File: config.mk
export PLATFORM = sky130hd
export DESIGN_NAME = cpu_clock_sequencer
export DESIGN_NICKNAME = d
export VERILOG_FILES = /design/src/rtl/cpu_clock_sequencer.sv
export SDC_FILE = /design/constraint.sdc
export NUM_CORES = 1
export LEC_CHECK = 0
export BUFFER_PORTS_ARGS = -buffer_cell sky130_fd_sc_hd__buf_2
export CORE_MARGIN = 10
export CORE_UTILIZATION = 38
export CTS_CLUSTER_SIZE = 40
export DETAILED_ROUTE_END_ITERATION = 16
export GPL_TIMING_DRIVEN = 0
export MAX_ROUTING_LAYER = met4
export PLACE_DENSITY = 0.55
export RECOVER_POWER = 50
export SYNTH_ARGS = -nofsm -noshare
export SYNTH_HDL_FRONTEND = slang
export SYNTH_SLANG_ARGS = --single-unit
File: constraint.sdc
create_clock -name clockIn -period 2.6 [get_ports clockIn]
set_input_delay 0.52 -clock clockIn [delete_from_list [all_inputs] [get_ports clockIn]]
set_output_delay 0.52 -clock clockIn [all_outputs]
set_load 0.005 [all_outputs]
File: src/rtl/cpu_clock_sequencer.sv
// -----------------------------------------------------------------------------
// cpu_clock_sequencer
//
// Generates the CPU pipeline advance strobe from the board clock. The pipeline
// stays on clockIn and advances only on cycles where cpuEn is high. The
// supported modes are halt, free-run at a divided rate, single-step from a
// debounced push button, and a burst of N steps.
//
// Ports:
//   clockIn     in   1            board clock, the only clock
//   resetN      in   1            asynchronous active-low reset
//   modeSel     in   2            00 halt, 01 run, 10 single step, 11 burst
//   stepBtn     in   1            raw asynchronous push button, active-high
//   burstCount  in   BURST_WIDTH  burst length, sampled when a burst starts
//   cpuEn       out  1            one-cycle pipeline advance strobe (registered)
//   cpuClock    out  1            visible square wave for the LED
//   busy        out  1            high while running or bursting
//   stepCount   out  16           total cpuEn pulses issued, wraps
// -----------------------------------------------------------------------------
module cpu_clock_sequencer #(
    parameter int DIV_WIDTH       = 25,
    parameter int DEBOUNCE_CYCLES = 1000000,
    parameter int BURST_WIDTH     = 8
) (
    input  logic                   clockIn,
    input  logic                   resetN,
    input  logic [1:0]             modeSel,
    input  logic                   stepBtn,
    input  logic [BURST_WIDTH-1:0] burstCount,
    output logic                   cpuEn,
    output logic                   cpuClock,
    output logic                   busy,
    output logic [15:0]            stepCount
);

    // Mode encodings; 2'b00 (halt) is simply "none of the others".
    localparam logic [1:0] MODE_RUN   = 2'b01;
    localparam logic [1:0] MODE_STEP  = 2'b10;
    localparam logic [1:0] MODE_BURST = 2'b11;

    // The debounce counter only has to reach DEBOUNCE_CYCLES-1.
    localparam int DEB_WIDTH = (DEBOUNCE_CYCLES > 1) ? $clog2(DEBOUNCE_CYCLES) : 1;
    localparam logic [DEB_WIDTH-1:0] DEB_LAST = DEB_WIDTH'(DEBOUNCE_CYCLES - 1);

    typedef enum logic [1:0] {
        IDLE  = 2'd0,
        RUN   = 2'd1,
        BURST = 2'd2
    } SeqState;

    SeqState                state;
    SeqState                nextState;

    logic                   btnMeta;
    logic                   btnSync;
    logic [DEB_WIDTH-1:0]   debCnt;
    logic                   btnStable;
    logic                   btnStableDly;
    logic                   stepReq;

    logic [DIV_WIDTH-1:0]   divCnt;
    logic                   tick;

    logic [BURST_WIDTH-1:0] remaining;
    logic [BURST_WIDTH-1:0] remainingNext;
    logic                   cpuEnNext;

    // -------------------------------------------------------------------------
    // Button path: two-flop synchronizer followed by a debounce counter. A new
    // level is accepted only after it has been seen for DEBOUNCE_CYCLES
    // consecutive cycles; any bounce back to the accepted level restarts it.
    // -------------------------------------------------------------------------
    // NOTE: clocked blocks use non-blocking (<=) so every flop samples the
    // pre-edge value of its neighbours; blocking here would collapse the
    // synchronizer into a single flop.
    always_ff @(posedge clockIn or negedge resetN) begin
        if (!resetN) begin
            btnMeta      <= 1'b0;
            btnSync      <= 1'b0;
            debCnt       <= '0;
            btnStable    <= 1'b0;
            btnStableDly <= 1'b0;
        end else begin
            btnMeta      <= stepBtn;
            btnSync      <= btnMeta;
            btnStableDly <= btnStable;
            if (btnSync != btnStable) begin
                if (debCnt == DEB_LAST) begin
                    btnStable <= btnSync;
                    debCnt    <= '0;
                end else begin
                    debCnt <= debCnt + DEB_WIDTH'(1);
                end
            end else begin
                debCnt <= '0;
            end
        end
    end

    // One-cycle request on the cycle the debounced level first reads high.
    assign stepReq = btnStable & ~btnStableDly;

    // -------------------------------------------------------------------------
    // Divider: free-running only while active, held at zero when idle so the
    // first tick after entering RUN/BURST lands a full period later.
    // -------------------------------------------------------------------------
    always_ff @(posedge clockIn or negedge resetN) begin
        if (!resetN) begin
            divCnt <= '0;
        end else if (state == IDLE) begin
            divCnt <= '0;
        end else begin
            divCnt <= divCnt + DIV_WIDTH'(1);
        end
    end

    assign tick = &divCnt;

    // -------------------------------------------------------------------------
    // Sequencer next-state and strobe decode.
    // -------------------------------------------------------------------------
    // NOTE: every output of this block gets a default before the case so no
    // path leaves a signal unassigned, which would otherwise infer a latch.
    always_comb begin
        nextState     = state;
        remainingNext = remaining;
        cpuEnNext     = 1'b0;

        case (state)
            IDLE: begin
                if (modeSel == MODE_RUN) begin
                    nextState = RUN;
                end else if (modeSel == MODE_STEP && stepReq) begin
                    cpuEnNext = 1'b1;
                end else if (modeSel == MODE_BURST && stepReq && burstCount != '0) begin
                    remainingNext = burstCount;
                    nextState     = BURST;
                end
            end

            RUN: begin
                // Leaving RUN wins over a coincident tick: no pulse on exit.
                if (modeSel != MODE_RUN) begin
                    nextState = IDLE;
                end else if (tick) begin
                    cpuEnNext = 1'b1;
                end
            end

            BURST: begin
                if (modeSel != MODE_BURST) begin
                    nextState     = IDLE;
                    remainingNext = '0;
                end else if (tick) begin
                    cpuEnNext     = 1'b1;
                    remainingNext = remaining - BURST_WIDTH'(1);
                    if (remaining == BURST_WIDTH'(1)) begin
                        nextState = IDLE;
                    end
                end
            end

            default: begin
                nextState     = IDLE;
                remainingNext = '0;
            end
        endcase
    end

    always_ff @(posedge clockIn or negedge resetN) begin
        if (!resetN) begin
            state     <= IDLE;
            remaining <= '0;
            cpuEn     <= 1'b0;
            busy      <= 1'b0;
            stepCount <= '0;
        end else begin
            state     <= nextState;
            remaining <= remainingNext;
            cpuEn     <= cpuEnNext;
            busy      <= (nextState != IDLE);
            // Counts in step with the strobe, so it already includes the
            // pulse that is currently high.
            if (cpuEnNext) begin
                stepCount <= stepCount + 16'd1;
            end
        end
    end

    // LED square wave: divider MSB while active, dark while idle.
    assign cpuClock = (state != IDLE) && divCnt[DIV_WIDTH-1];

endmodule

After elaboration in Yosys (flattened, before gate mapping)
Cells that the tools add are included.
{ "classes": {"reduce_logical": 11, "n_eq_ne": 14, "n_addsub": 4, "mux": 23, "bitwise_logic": 3} }
{ "ops": {"columns": ["operator", "count"], "rows": [
  ["$mux 20", 2],
  ["$mux 8", 5],
  ["$add 25x1->25 const B", 1],
  ["$mux 25", 1],
  ["$reduce_and 25->1", 1],
  ["$pmux 8 s3", 1],
  ["$add 20x1->20 const B", 1],
  ["$eq 20x20->1 const B", 1],
  ["$add 16x1->16 const B", 1],
  ["$mux 2", 7],
  ["$eq 8x1->1 const B", 1],
  ["$reduce_bool 8->1", 1],
  ["$sub 8x1->8 const B", 1],
  ["$eq 2x2->1 const B", 3],
  ["$ne 2x2->1 const B", 3],
  ["$pmux 2 s3", 1],
  ["$mux 1", 5],
  ["$reduce_and 5->1", 1],
  ["$eq 2x1->1 const B", 2],
  ["$logic_and 1x1->1", 4],
  ["$ne 2x1->1 const B", 2],
  ["$reduce_bool 2->1", 2],
  ["$ne 3x3->1 const B", 1],
  ["$pmux 1 s3", 1],
  ["5 further kinds", 6]
]} }
{ "totals": {"reg_bits": 77} }

Logic depth before layout (Yosys ltp)
Gate-level depths: netlist (run 1).
{ "depth": {"ltp_word": 9, "ltp_mapped": 8, "ltp_nobuf": 6} }

Least setup slack after synthesis (run 1)
OpenSTA, ideal clock, no wires.
{ "synth_timing": {"path_type": "reg2reg", "from": "register divCnt[0]", "to": "register remaining[2]", "arrival_ns": 1.910, "stages_incl_launch_ff": 7, "setup_time_ns": 0.087, "path_slack_ns": 0.603, "n_path_buf": 0, "synth_period_minus_slack_ns": 1.997, "cell_sequence": "dfrtp_1 > ha_1 > nand3_1 > nor4_4 > nand3_1 > a211o_1 > o211ai_1"} }
{ "synth_via": {"elab_chain_cells": 3} }
{ "synth_lines": {"columns": ["element", "line_no", "text"], "rows": [
  ["from (decl)", "61", "logic [DIV_WIDTH-1:0] divCnt;"],
  ["from (signal assigned)", "113", "divCnt <= divCnt + DIV_WIDTH'(1);"],
  ["$reduce_and 25->1", "117", "assign tick = &divCnt;"],
  ["$ne 3x3->1 (no line)", null, null],
  ["$reduce_and 5->1 (no line)", null, null],
  ["to (signal assigned)", "179", "remaining <= remainingNext;"],
  ["to (decl)", "64", "logic [BURST_WIDTH-1:0] remaining;"]
]} }
No other way between the ends.
A chain may end at the register's enable or synchronous reset.

Final worst setup path (run 1)
Ends and elaborated chain as after synthesis.

==> summary.txt, run 1 <==
Route
  – Vias per cell: 5.11
  – Routed Antenna Nets: 0
  – First DRT Iteration DRCs: 116
  – Routed vias: slightly below 3,000
  – Routed WL per cell: 14.3 um
  – DRT Pass-1 Iters: 4
  – Remaining DRCs: 0
  – Routed WL: 8130 um

Clock tree
  – Reg clk slew, reported paths: around 0.08 ns
  – Clock buffer depth: 2
  – Setup Fix Bufs, Post-CTS: 0
  – CTS tree: yes
  – Htree depth: 3
  – CTS Hold Bufs: 0
  – PostCTS Resize Cnt: 0
  – Cts bufs inserted: 9
  – Clk_lat worst skew: 0.36 ns
  – Clock Root Buffer: clkbuf_8
  – CTS Sinks: 77

STA
  – WHS: between 0.2 and 0.3 ns
  – Tmin final: ~2.4 ns
  – Fin crit share: 0.934
  – Worst rel slew slack: 0.0641
  – Setup TNS: 0 ns
  – FMAX: 412 MHz
  – Clock Skews: 0.0154 ns
  – Slew Limit Fails: 0
  – Fin. Hold Viols: 0
  – Slack of the critical path: 0.172 ns
  – Worst slew pin tran: 1.40 ns
  – RSZ-0062 raised after global routing: false
  – Setup violators final: 0

Floorplan
  – Initial core utilization: 0.392
  – Placeable core region: 9770 um2
  – I/O pin total: 32
  – Chip width: 120 um
  – Full die area: ~14,000 um2
  – Row count: 36
  – Die Y: 120 um

Setup path
  – Critical Path Fanout Max: 8
  – Critical path startpoint category: flop
  – Kind of critical path: flop to flop
  – Arrival time worst endpoint: 2.69 ns
  – Setup crit end kind: flop
  – Data required, critical path: 2.86 ns

Synthesis
  – Leading area contributor after synthesis: dfrtp_1
  – Seq/Total Area, Yosys: 0.503
  – Synthesized area: 3830 um2
  – Unique masters post-synth: 44
  – Most common cell in the netlist: dfrtp_1
  – Synth top cells by count: dfrtp_1, nor2_1, xor2_1
  – Synth top area share: 0.503
  – Register bit total from synthesis: 77
  – Syn_area_per_cell: 9.82 um2
  – Synth area leaders: dfrtp_1, xor2_1, nor2_1, xnor2_1, nand3_1
  – Syn_nets: 408
  – Syn Inst Count: 390
  – Ys flop type: dfrtp_1
  – Share of flip-flops with an asynchronous set or reset: 1.00
  – Warnings, synthesis: 0
  – Post-synth EDFFs: 0

Final layout
  – Fin cells: 569
  – Cell area after layout: ~4300 um2
  – N_diodes: 0
  – Layout cells sized above 1: 0.126
  – Fin nets: 451
  – Syn-to-layout area delta: 12.9%
  – Final design utilization: 0.442

Worst hold path
  – Worst hold path class: input port to flop

Global route
  – Total grt overflow: 0
  – Initial antenna violation count: 0
  – All-Layer GR Usage: 0.122
  – Largest net degree at the start of global routing: 54
  – First-pass GRT wire length: about 14,000 um
  – Vias in the first global route: 2,944

Placement
  – Port Buf Inserts: 31
  – Post-DP HPWL: 5790 um
  – Placed cell areas: 4180 um2
  – Dpl cells: about 560
  – DP Worst Slack: 0.130 ns
  – Final GP Congestion: roughly 0.86

Pwr
  – VDD IR-drop max: 272 uV
  – Tot Pwr: 2.12 mW
  – PD cells: approximately 490 nW/um2
  – Leak pwr: about 1.9 nW

Status
  – Status: finished, final reports clean

Flow run
  – Max cap viols: 0
-- layer usage --
layer,part of all wire,global-route usage
met5,0,-
met4,0.011,0.0392
met3,0.042,0.0400
met2,0.47,0.181
met1,0.48,0.153
-- registers in the layout (all words and copies together), names as in the netlist --
| name | flops |
|---|---|
| busy | 1 |
| cpuEn | 1 |
| debCnt | 20 |
| divCnt | 25 |
| stepCount | 16 |
| btnStable | 1 |
| btnStableDly | 1 |
| btnSync | 1 |
| btnMeta | 1 |
| remaining | 8 |
| state | 2 |
-- report_power, final --
group | switching [mW] | internal (mW)
logic | 0.0684 | 0.0323
clock network | 0.446 | 0.339
registers | 0.0170 | 1.21
-- cell families (layout without fill, tap and decap cells) --
logic type | after synthesis | after routing | share of synthesized area
AND/OR/NAND/NOR | 171 | 171 | 0.230
flip-flops | 77 | 77 | 0.503
AO/OA/AOI/OAI | 53 | 53 | 0.0938
XOR/XNOR | 52 | 52 | 0.119
buffers and inverters | 29 | 75 | 0.0291
adder cells (fa/ha/maj) | 5 | 5 | 0.0163
multiplexers | 3 | 3 | 0.00882
-- layout make-up --
type                            instances  area (um2)
Buffer                                 11        43.8
Clock buffer                            9         124
Clock inverter                          5        37.5
Fill cell                             974        5450
Inverter                               18        67.6
Multi-Input combinational cell        284        1800
Sequential cell                        77        1930
Tap cell                              133         166
Timing Repair Buffer                   32         156
-- worst max-delay path: stages, from the launching register on --
cell and delay, ns:
dfrtp_1 0.39, ha_1 0.22, nand3_1 0.28, nor4_4 0.37, nand3_1 0.36, a211o_1 0.50
o211ai_1 0.21
-- placed cells by master (no fill, tap or decap), types with 12 or more instances in the layout --
cell type / count
clkbuf_1: 14
nand3_1: 24
inv_1: 17
nand4_1: 12
nand2_1: 27
xnor2_1: 20
nor2_1: 57
xor2_1: 32
dfrtp_1: 77
a21oi_1: 13
buf_2: 28
-- path summary, 6_finish.rpt --
| path | slack, ns | startpoint | cells past startpoint | endpoint |
|---|---|---|---|---|
| setup / recovery | 0.17 | divCnt[0]$_DFF_PN0_ | 6 | remaining[2]$_DFFE_PN0P_ |
| hold / removal | 0.27 | stepBtn | 1 | btnMeta$_DFF_PN0_ |
| setup reg to reg | 0.17 | divCnt[0]$_DFF_PN0_ | 6 | remaining[2]$_DFFE_PN0P_ |
| hold reg to reg | 0.39 | btnMeta$_DFF_PN0_ | 0 | btnSync$_DFF_PN0_ |
| max in group asynchronous | 0.62 | resetN | 2 | btnSync$_DFF_PN0_ |
| min in group asynchronous | 0.48 | resetN | 1 | stepCount[7]$_DFFE_PN0P_ |
No activity file was read; power rests on OpenSTA's default activity.
==> inputs of run 2 (changes only) <==
- ABC_AREA: default -> 1
==> run 2 against run 1 <==
The flow now finishes with violations (capacitance limit, slew limit). Largest power group is now the clock network. Critical path type is now flop to primary output. Flip-flop and latch count unchanged. Power increased by 21%. Final area increased by 17%.
==> summary.txt, run 2 <==
Setup path
  – Reg2Reg Launch Point: debCnt[0]$_DFF_PN0_
  – R2R depth: 8 (+2)
  – Critical Path Fanout Max: 19 (+11)
  – Data required, critical path: 2.08 ns (-0.78 ns)
  – R2R Path End: debCnt[17]$_DFF_PN0_
  – Worst-path cell chain: nor2_2, buf_2, nor2_1, buf_2
  – Crit-path max cell delay: 0.41 ns (-0.09 ns)
  – Critical path startpoint category: flop
  – Setup crit end kind: primary output
  – Worst reg2reg setup slack: 0.60 ns (+0.43 ns)
  – CP most frequent cell: buf_2
  – Kind of critical path: flop to primary output
  – CP delay by family, top: buffers and inverters
  – Critical path's slowest cell: dfrtp_1
  – Arrival time worst endpoint: 1.68 ns (-1.01 ns)
  – Critical path buffers and inverters: 2 (+2)

Global route
  – Vias in the first global route: 3,796 (+29%)
  – First-pass GRT wire length: 17,500 um (+23%)
  – All-Layer GR Usage: 0.132 (+0.0106)
  – Largest net degree at the start of global routing: 46 (-15%)
  – Initial antenna violation count: 0 (unchanged)
  – Total grt overflow: 0 (unchanged)

STA
  – Setup TNS: 0 ns (unchanged)
  – Worst slew pin tran: 1.91 ns (+0.507 ns)
  – Worst rel slew slack: -0.274 (-0.338)
  – Tmin final: 2.20 ns (-0.224 ns)
  – Setup violators final: 0 (unchanged)
  – Clock Skews: 0.00504 ns (-0.0104 ns)
  – FMAX: 454 MHz (+10%)
  – RSZ-0062 raised after global routing: false
  – Fin crit share: 0.848 (-0.0862)
  – Fin. Hold Viols: 0 (unchanged)
  – Slew Limit Fails: 33 (+33)

Final layout
  – Most frequent cells in the layout: nand2_1, nor2_1, dfrtp_1
  – Fin nets: 660 (+46%)
  – Max reg flops: 25 (unchanged)
  – Leading cell type in the layout, fill and taps excluded: nand2_1
  – Cell area after layout: 5070 um2 (+17%)
  – Largest regs: divCnt: 25 flops, debCnt: 20 flops, stepCount: 16 flops
  – Syn-to-layout area delta: 14.7%
  – Top reg by flops: divCnt
  – N_diodes: 0 (unchanged)
  – Layout cells sized above 1: 0.111 (-0.0149)

Floorplan
  – Die Y: 128 um (+6.2%)
  – Full die area: 16,300 um2 (+13%)
  – I/O pin total: 32 (unchanged)
  – Row count: 39 (+8.3%)
  – Chip width: 128 um (+6.2%)
  – Initial core utilization: 0.387 (-0.00481)
  – Placeable core region: 11,400 um2 (+17%)

Worst hold path
  – Hold path endpoint: btnMeta$_DFF_PN0_
  – Worst hold path class: input port to flop
  – Depth of the worst hold-timing path: 1 (unchanged)
  – Hold path startpoint: stepBtn

Clock tree
  – Reg clk slew, reported paths: 0.06 ns (-0.02 ns)
  – Clock buffer depth: 2 (unchanged)
  – CTS tree: yes
  – Cts bufs inserted: 9 (unchanged)
  – Clk_lat worst skew: 0.34 ns (-0.02 ns)
  – CTS Sinks: 77 (unchanged)
  – Htree depth: 3 (unchanged)
  – CTS Hold Bufs: 0 (unchanged)
  – Clock Root Buffer: clkbuf_16

Route
  – DRT Pass-1 Iters: 5 (+1)
  – First DRT Iteration DRCs: 215 (+85%)
  – Vias per cell: 4.83 (-5.4%)
  – Routed Antenna Nets: 0 (unchanged)
  – Routed vias: 3,817 (+31%)
  – Routed WL: 9960 um (+23%)
  – Remaining DRCs: 0 (unchanged)
  – Routed WL per cell: 12.6 um (-12%)

Placement
  – Post-DP HPWL: 7470 um (+29%)
  – Placed cell areas: 4780 um2 (+14%)
  – Port Buf Inserts: 31 (unchanged)
  – Final GP Congestion: 0.883 (+2.8%)

Synthesis
  – Syn_area_per_cell: 7.37 um2 (-25%)
  – Syn_nets: 618 (+51%)
  – Synth top area share: 0.436 (-0.0671)
  – Synth top cells by count: nand2_1, nor2_1, dfrtp_1
  – Post-synth EDFFs: 0 (unchanged)
  – Register bit total from synthesis: 77 (unchanged)
  – Most common cell in the netlist: nand2_1
  – Warnings, synthesis: 0 (unchanged)
  – Syn Inst Count: 600 (+54%)
  – Share of flip-flops with an asynchronous set or reset: 1.00 (unchanged)
  – Synthesized area: 4420 um2 (+15%)
  – Synth area leaders: dfrtp_1, nand2_1, nor2_1, nand3_1, inv_1
  – Seq/Total Area, Yosys: 0.436 (-0.0671)
  – Unique masters post-synth: 33 (-25%)
  – Leading area contributor after synthesis: dfrtp_1
  – Ys flop type: dfrtp_1

Status
  – Status: complete, but fails checks
  – Failing checks: capacitance limit, slew limit

Flow run
  – Max cap viols: 1 (+1)

Pwr
  – Leak pwr: 2.37 nW (+25%)
  – VDD IR-drop max: 338 uV (+24%)
  – PD cells: 507 nW/um2 (+3.6%)
[run 2: cell types whose count changed after synthesis, sizes merged, moves of 13 or more]
cell and delta:
xnor2 -15, nand3 +29, nand2 +154, inv +49, nor2 +50, o21ai +13
[run 2: how the worst max path moves through the flow]
stage	from	to	slack, ns	depth (start not counted)
floorplan	state[1]$_DFF_PN0_	cpuClock	0.84	4
global placement	state[1]$_DFF_PN0_	cpuClock	0.36	5
detailed placement	state[1]$_DFF_PN0_	cpuClock	0.35	5
CTS	state[1]$_DFF_PN0_	cpuClock	0.31	4
global route	state[1]$_DFF_PN0_	cpuClock	0.22	4
finish	state[1]$_DFF_PN0_	cpuClock	0.40	4
[run 2: final cells by class]
cell class	count	area [um2]
Buffer	4	47.5
Tap cell	143	179
Clock buffer	10	229
Fill cell	1179	6350
Multi-Input combinational cell	452	2190
Sequential cell	77	1930
Inverter	66	248
Timing Repair Buffer	32	181
Clock inverter	6	63.8
[run 2: routing by layer]
| metal | track usage | routed length [um] |
|---|---|---|
| met1 | 0.159 | 4770 |
| met2 | 0.208 | 4660 |
| met3 | 0.0360 | 403 |
| met4 | 0.0490 | 116 |
| met5 | - | 0 |
[run 2: worst register-to-register path, delay by kind of cell (launching register included)]
kind,cells,cell delay [ns]
DFF,1,0.45
and+or+nand+nor,6,1.01
buffers and inverters,1,0.13
adders and majority gates,1,0.30
[run 2: timing repair]
item | CTS | global route
resized for setup | 0 | 0
buffers inserted | 0 | 0
setup endpoints to repair | 1 | 0
[run 2: kinds of logic after synthesis]
logic type,count (synthesis),synth area share
AO/OA/AOI/OAI,43,0.0558
XOR/XNOR,28,0.0555
adder cells (fa/ha/maj),5,0.0142
buffers and inverters,71,0.0677
flip-flops,77,0.436
AND/OR/NAND/NOR,376,0.371
[run 2: power by group]
part / internal (mW) / switching [mW]
clock network: 0.742 / 0.508
logic: 0.0311 / 0.0703
registers: 1.21 / 0.0103
total: 1.98 / 0.589
[run 2: per-stage QoR]
| step | std cells | total power [mW] | utilization | hold WS [ns] | worst slack, ns |
|---|---|---|---|---|---|
| floorplan | 600 | 1.29 | - | 0.224 | 0.844 |
| global placement | 774 | 1.34 | 0.416 | 0.338 | 0.361 |
| detailed placement | 775 | 1.35 | 0.419 | 0.340 | 0.351 |
| CTS | 790 | 2.62 | 0.444 | 0.144 | 0.314 |
| global route | 790 | 2.68 | 0.444 | 0.273 | 0.219 |
| finish | 790 | 2.57 | 0.444 | 0.287 | 0.396 |
